<file path="config.mk">
export PLATFORM = sky130hd
export DESIGN_NAME = wb_write_sequencer
export DESIGN_NICKNAME = d
export VERILOG_FILES = /design/src/rtl/wb_write_sequencer_pkg.sv /design/src/rtl/wb_write_sequencer.sv
export SDC_FILE = /design/constraint.sdc
export NUM_CORES = 1
export LEC_CHECK = 0
export ABC_AREA = 1
export ABC_CLOCK_PERIOD_IN_PS = 2400
export CAP_MARGIN = 30
export CELL_PAD_IN_SITES_DETAIL_PLACEMENT = 2
export CELL_PAD_IN_SITES_GLOBAL_PLACEMENT = 2
export CORE_MARGIN = 8
export CORE_UTILIZATION = 26
export DETAILED_ROUTE_END_ITERATION = 12
export GPL_TIMING_DRIVEN = 0
export PLACE_DENSITY_LB_ADDON = 0.1
export SYNTH_ARGS = -nofsm -noshare
export SYNTH_HDL_FRONTEND = slang
export SYNTH_SLANG_ARGS = --single-unit
</file>
<file path="constraint.sdc">
create_clock -name clk -period 2.4 [get_ports clk]
set_input_delay 0.36 -clock clk [delete_from_list [all_inputs] [get_ports clk]]
set_output_delay 0.36 -clock clk [all_outputs]
set_load 0.02 [all_outputs]
</file>
<file path="src/rtl/wb_write_sequencer_pkg.sv">
// Shared pipeline definitions for the write-back stage: widths, source selects
// and the sequencer state encoding.
package wb_write_sequencer_pkg;

   localparam int DATA_W   = 16;
   localparam int NUM_REGS = 8;
   localparam int ADDR_W   = $clog2(NUM_REGS);

   localparam logic WB_SEL_ALU = 1'b0;
   localparam logic WB_SEL_MEM = 1'b1;

   typedef enum logic [1:0] {
      IDLE   = 2'd0,
      FIRST  = 2'd1,
      SECOND = 2'd2
   } wb_state_e;

   // First-write data: clear wins over the source select.
   function automatic logic [DATA_W-1:0] first_write_data(
      input logic              clr,
      input logic              wb_sel,
      input logic [DATA_W-1:0] alu_result,
      input logic [DATA_W-1:0] mem_data
   );
      if (clr)
         return '0;
      else if (wb_sel == WB_SEL_MEM)
         return mem_data;
      else
         return alu_result;
   endfunction

endpackage

</file>
<file path="src/rtl/wb_write_sequencer.sv">
// Write-back sequencer: MEM/WB pipeline register, result select, and the
// single register-file write port with two-cycle serialization of dual writes.
//
// state  | meaning
// IDLE   | no instruction held, write port quiet
// FIRST  | first (or only) write of the held instruction
// SECOND | second write of a dual-destination instruction
module wb_write_sequencer
   import wb_write_sequencer_pkg::*;
(
   input  logic              clk,
   input  logic              rst,
   input  logic              in_valid,
   output logic              in_ready,
   input  logic              in_wb_en,
   input  logic              in_wb_sel,
   input  logic              in_clr,
   input  logic [DATA_W-1:0] in_alu_result,
   input  logic [DATA_W-1:0] in_mem_data,
   input  logic [ADDR_W-1:0] in_dst1,
   input  logic              in_dual,
   input  logic [ADDR_W-1:0] in_dst2,
   input  logic [DATA_W-1:0] in_data2,
   output logic              rf_write_enable,
   output logic [ADDR_W-1:0] rf_write_addr,
   output logic [DATA_W-1:0] rf_write_data,
   output logic              fwd_valid,
   output logic [ADDR_W-1:0] fwd_addr,
   output logic [DATA_W-1:0] fwd_data,
   output logic [15:0]       retired
);

   localparam logic [1:0] ST_IDLE   = IDLE;
   localparam logic [1:0] ST_FIRST  = FIRST;
   localparam logic [1:0] ST_SECOND = SECOND;

   logic [1:0]        state_q;
   logic [1:0]        state_d;
   logic              wb_en_q;
   logic              dual_q;
   logic [ADDR_W-1:0] dst1_q;
   logic [ADDR_W-1:0] dst2_q;
   logic [DATA_W-1:0] data1_q;
   logic [DATA_W-1:0] data2_q;
   logic              accept;

   // Register-only ready so the memory stage never sees a loop through in_valid.
   assign in_ready = !(state_q == ST_FIRST && dual_q);
   assign accept   = in_valid && in_ready;

   always_comb begin
      state_d = ST_IDLE;
      case (state_q)
         ST_IDLE:   state_d = accept ? ST_FIRST : ST_IDLE;
         ST_FIRST:  begin
            if (dual_q)
               state_d = ST_SECOND;
            else
               state_d = accept ? ST_FIRST : ST_IDLE;
         end
         ST_SECOND: state_d = accept ? ST_FIRST : ST_IDLE;
         default:   state_d = ST_IDLE;
      endcase
   end

   always_ff @(posedge clk or posedge rst) begin
      if (rst) begin
         state_q <= ST_IDLE;
         wb_en_q <= 1'b0;
         dual_q  <= 1'b0;
         dst1_q  <= '0;
         dst2_q  <= '0;
         data1_q <= '0;
         data2_q <= '0;
         retired <= '0;
      end else begin
         state_q <= state_d;
         if (accept) begin
            wb_en_q <= in_wb_en;
            dual_q  <= in_dual && in_wb_en;
            dst1_q  <= in_dst1;
            dst2_q  <= in_dst2;
            data1_q <= first_write_data(in_clr, in_wb_sel, in_alu_result, in_mem_data);
            data2_q <= in_data2;
            retired <= retired + 16'd1;
         end
      end
   end

   always_comb begin
      rf_write_enable = 1'b0;
      rf_write_addr   = '0;
      rf_write_data   = '0;
      case (state_q)
         ST_FIRST: begin
            if (wb_en_q) begin
               rf_write_enable = 1'b1;
               rf_write_addr   = dst1_q;
               rf_write_data   = data1_q;
            end
         end
         ST_SECOND: begin
            rf_write_enable = 1'b1;
            rf_write_addr   = dst2_q;
            rf_write_data   = data2_q;
         end
         default: ;
      endcase
   end

   assign fwd_valid = rf_write_enable;
   assign fwd_addr  = rf_write_addr;
   assign fwd_data  = rf_write_data;

endmodule
</file>
==> flow_results.xml <==
<?xml version="1.0" encoding="UTF-8"?>
<metrics>
  <group name="synthesis">
    <metric name="postSynthAreaPerCell" unit="sq um">8.029</metric>
    <metric name="ys_ff_latch" unit="">58</metric>
    <metric name="number_of_distinct_standard_cells_referenced_by_the_synthesized_netlist" unit="">24</metric>
    <metric name="synth_fp_nets" unit="">450</metric>
    <metric name="yosys_warnings" unit="">0</metric>
    <metric name="post_synth_instance_area" unit="sq um">3083</metric>
    <metric name="number_of_instances_in_the_synthesized_netlist" unit="">384</metric>
    <metric name="synth.yosys.seq_area_share" unit="">0.4708</metric>
  </group>
  <group name="clock_network">
    <metric name="clockBufferDepth" unit="">2</metric>
    <metric name="ctsRootBufferMaster" unit="">clkbuf_16</metric>
    <metric name="worst_setup_hold_path_clk_slew" unit="ns">0.05</metric>
    <metric name="tritoncts" unit="">yes</metric>
    <metric name="insertion_delay" unit="ns">0.33</metric>
    <metric name="inserted_clock_buffers" unit="">9</metric>
    <metric name="cts_max_level" unit="">3</metric>
    <metric name="cts.sink_count" unit="">58</metric>
    <metric name="post_cts_hold_buffer_count" unit="">0</metric>
  </group>
  <group name="placement">
    <metric name="gpl.final_weighted_congestion" unit="">0.7368</metric>
    <metric name="dpl_cell_area" unit="sq um">4453</metric>
    <metric name="io_buffers" unit="">117</metric>
    <metric name="dp_slack" unit="ns">-0.2347</metric>
    <metric name="hpwlAfterDp" unit="um">8853</metric>
  </group>
  <group name="finish">
    <metric name="fin_util" unit="">0.4125</metric>
    <metric name="finish.net_count" unit="">579</metric>
    <metric name="layout-drive-gt1-share" unit="">0.2302</metric>
    <metric name="final_cell_area" unit="sq um">4751</metric>
    <metric name="layout_stage_area_growth_over_the_synthesis_result" unit="%">54.10</metric>
    <metric name="diodes" unit="">0</metric>
  </group>
  <group name="power">
    <metric name="net-switching-power" unit="uW">1071</metric>
    <metric name="power_density" unit="nW/um^2">731.0</metric>
    <metric name="vdd_drop_max" unit="uV">357.8</metric>
    <metric name="share_comb_of_total_power" unit="">0.247</metric>
    <metric name="sequential_power_share" unit="">0.360</metric>
    <metric name="internal-power" unit="uW">2402</metric>
    <metric name="power_leakage" unit="uW">0.002232</metric>
    <metric name="power.share.clock" unit="">0.394</metric>
    <metric name="p_sw_frac" unit="">0.3085</metric>
  </group>
  <group name="worst_setup_path">
    <metric name="crit_arrival" unit="ns">1.93</metric>
    <metric name="timing_worst_setup_path_type" unit="">flip-flop to output port</metric>
    <metric name="crit_fanout" unit="">10</metric>
    <metric name="worst_path_buf_inv" unit="">4</metric>
    <metric name="most_used_cell_along_the_critical_path" unit="">buf_4</metric>
    <metric name="start_kind" unit="">flip-flop</metric>
    <metric name="required_time_reported_for_the_critical_path_endpoint" unit="ns">2.04</metric>
    <metric name="crit_path_top_delay_cell" unit="">dfrtp_1</metric>
    <metric name="critPathMaxStageDelay" unit="ns">0.40</metric>
    <metric name="cpLargestDelayFamily" unit="">buffers and inverters</metric>
    <metric name="path_cells" unit="">inv_1 -&gt; ha_2 -&gt; buf_4 -&gt; nand3_1 -&gt; a21oi_2 -&gt; buf_4 -&gt; clkdlybuf4s15_2</metric>
    <metric name="critPathCaptureType" unit="">output port</metric>
  </group>
  <group name="detailed_routing">
    <metric name="top_layer_used" unit="">met4</metric>
    <metric name="drt-met1-wl" unit="um">4895</metric>
    <metric name="drt.antenna.violating_nets" unit="">0</metric>
    <metric name="first_iter_violations" unit="">88</metric>
    <metric name="drc" unit="">0</metric>
    <metric name="routed-via-count" unit="">3043</metric>
    <metric name="met2WireLength" unit="um">5800</metric>
    <metric name="routed_wirelength" unit="um">11470</metric>
    <metric name="avgRoutedWirePerCell" unit="um">17.38</metric>
    <metric name="first_pass_iters" unit="">4</metric>
    <metric name="via_per_inst" unit="">4.611</metric>
    <metric name="routed-wl-met3" unit="um">609</metric>
  </group>
  <group name="timing">
    <metric name="finalMaxSlewViolations" unit="">0</metric>
    <metric name="rsz0062_at_grt" unit="">false</metric>
    <metric name="timing.setup.tns" unit="ns">0</metric>
    <metric name="layout_setup_ws" unit="ns">0.1062</metric>
    <metric name="finalSetupViolCount" unit="">0</metric>
    <metric name="timing.final.crit_period" unit="ns">2.294</metric>
    <metric name="hold-worst-slack" unit="ns">0.3983</metric>
    <metric name="final-hold-violation-count" unit="">0</metric>
    <metric name="worst_slew_margin_rel" unit="">0.6492</metric>
    <metric name="post-route-period-util" unit="">0.9557</metric>
    <metric name="fmaxAchievable" unit="GHz">0.4360</metric>
    <metric name="timing.clock.skew" unit="ns">0.01003</metric>
    <metric name="worst-slew-pin-transition" unit="ns">0.5255</metric>
  </group>
  <group name="global_routing">
    <metric name="grt_remaining_overflow" unit="">0</metric>
    <metric name="grt_first_pass_wirelength" unit="um">18640</metric>
    <metric name="via_count_of_the_first_global_routing_pass" unit="">3532</metric>
    <metric name="grt_max_degree" unit="">38</metric>
    <metric name="antenna_found_initial" unit="">0</metric>
    <metric name="grt.total_usage" unit="">0.1497</metric>
  </group>
  <group name="floorplanning">
    <metric name="core.rowCount" unit="">39</metric>
    <metric name="core_region_area" unit="sq um">11520</metric>
    <metric name="die_x" unit="um">124.9</metric>
    <metric name="pin_count" unit="">118</metric>
    <metric name="initial_utilization" unit="">0.2677</metric>
    <metric name="die_height" unit="um">124.9</metric>
    <metric name="floorplan.die_area" unit="sq um">15600</metric>
  </group>
  <group name="hold_path">
    <metric name="min-delay-path-class" unit="">input port to asynchronous set/reset pin</metric>
  </group>
  <group name="status">
    <metric name="run_status" unit="">completed</metric>
  </group>
  <group name="run">
    <metric name="cap_violations" unit="">0</metric>
  </group>
</metrics>
## stage by stage
step                power [uW]  instances
detailed placement        2122        645
global placement          2087        644
floorplan                 1683        384
global route              3647        660
finish                    3473        660
CTS                       3519        660
## cells by family (layout without fill, tap and decap cells)
group,after synthesis,count (layout),share of synthesized area
AOI/OAI and AO/OA,49,49,0.09172
xor gates and xnor gates,9,9,0.02557
adders and majority gates,5,5,0.02029
buffers and inverters,56,189,0.09862
DFF,58,58,0.4708
muxes,5,5,0.01623
and+or+nand+nor,202,202,0.2768
## final timing paths
kind	start	endpoint	slack, ns	cells after the start
setup reg to reg	state_q[1]	data2_q[6]	0.67	8
hold / removal	rst	data1_q[9]	0.40	2
setup / recovery	state_q[1]	rf_write_data[3]	0.11	7
min in group clk	data2_q[15]	data2_q[15]	0.49	2
hold reg to reg	data2_q[15]	data2_q[15]	0.49	2
max in group asynchronous	rst	retired[2]	1.41	3
## synth_stat cells (all sizes together)
cell | n | area, sq um
nand2 | 146 | 553.0
dfrtp | 58 | 1451
o21ai | 29 | 182.7
buf | 28 | 198.9
nand3 | 23 | 115.1
a21oi | 20 | 100.1
inv | 17 | 63.81
or2 | 12 | 75.08
clkbuf | 11 | 41.29
nor2 | 11 | 48.80
xor2 | 6 | 52.55
ha | 5 | 62.56
mux2i | 5 | 50.05
nor3 | 5 | 25.02
nand3b | 4 | 30.03
xnor2 | 3 | 26.28
nand4 | 1 | 6.260
## layer usage
layer / track usage / vias to the layer above
met1: 0.1744 / 1497
met2: 0.2625 / 79
met5: 0 / -
met4: 0.05659 / 0
li1: - / 1455
met3: 0.03253 / 12
## flip-flops by register name, summed over array words and instances (netlist names)
signal and count:
state_q 2, dst1_q 3, data2_q 16, retired 16
dual_q 1, data1_q 16, wb_en_q 1, dst2_q 3
## power by group through the flow
stage	combinational, uW	clock [uW]	sequential (uW)
6_report	857	1370	1250
5_1_grt	951	1420	1270
4_1_cts	878	1390	1250
3_5_place_dp	856	0	1270
3_3_place_gp	829	0	1260
2_1_floorplan	391	0	1290
## area by class of cell
class / count / area (sq um)
inverter: 17 / 63.81
multi-input combinational: 270 / 1400
timing repair buffer: 118 / 1085
clock inverter: 5 / 80.08
tap: 143 / 178.9
fill: 1285 / 6765
clock buffer: 10 / 229.0
sequential: 58 / 1451
buffer: 39 / 262.8
## repair_timing
action,CTS,global route
endpoints found under the hold margin,0,0
buffers inserted,0,0
pin swaps,0,1
setup endpoints to repair,40,30
resized for setup,82,43
## layout by cell type (no fill, tap or decap), drive strengths merged
master and instances:
o21ai 29, clkinvlp 2, nand2 146, dfrtp 58, clkdlybuf4s50 77, bufinv 2
clkinv 1, xor2 6, mux2i 5, nand3 23, nor3 5, nor2 11
nand4 1, xnor2 3, clkbuf 38, clkdlybuf4s15 9, inv 17, or2 12
dlygate4sd2 10, buf 33, nand3b 4, ha 5, a21oi 20
Note: power is estimated with default switching activity, not from simulation.
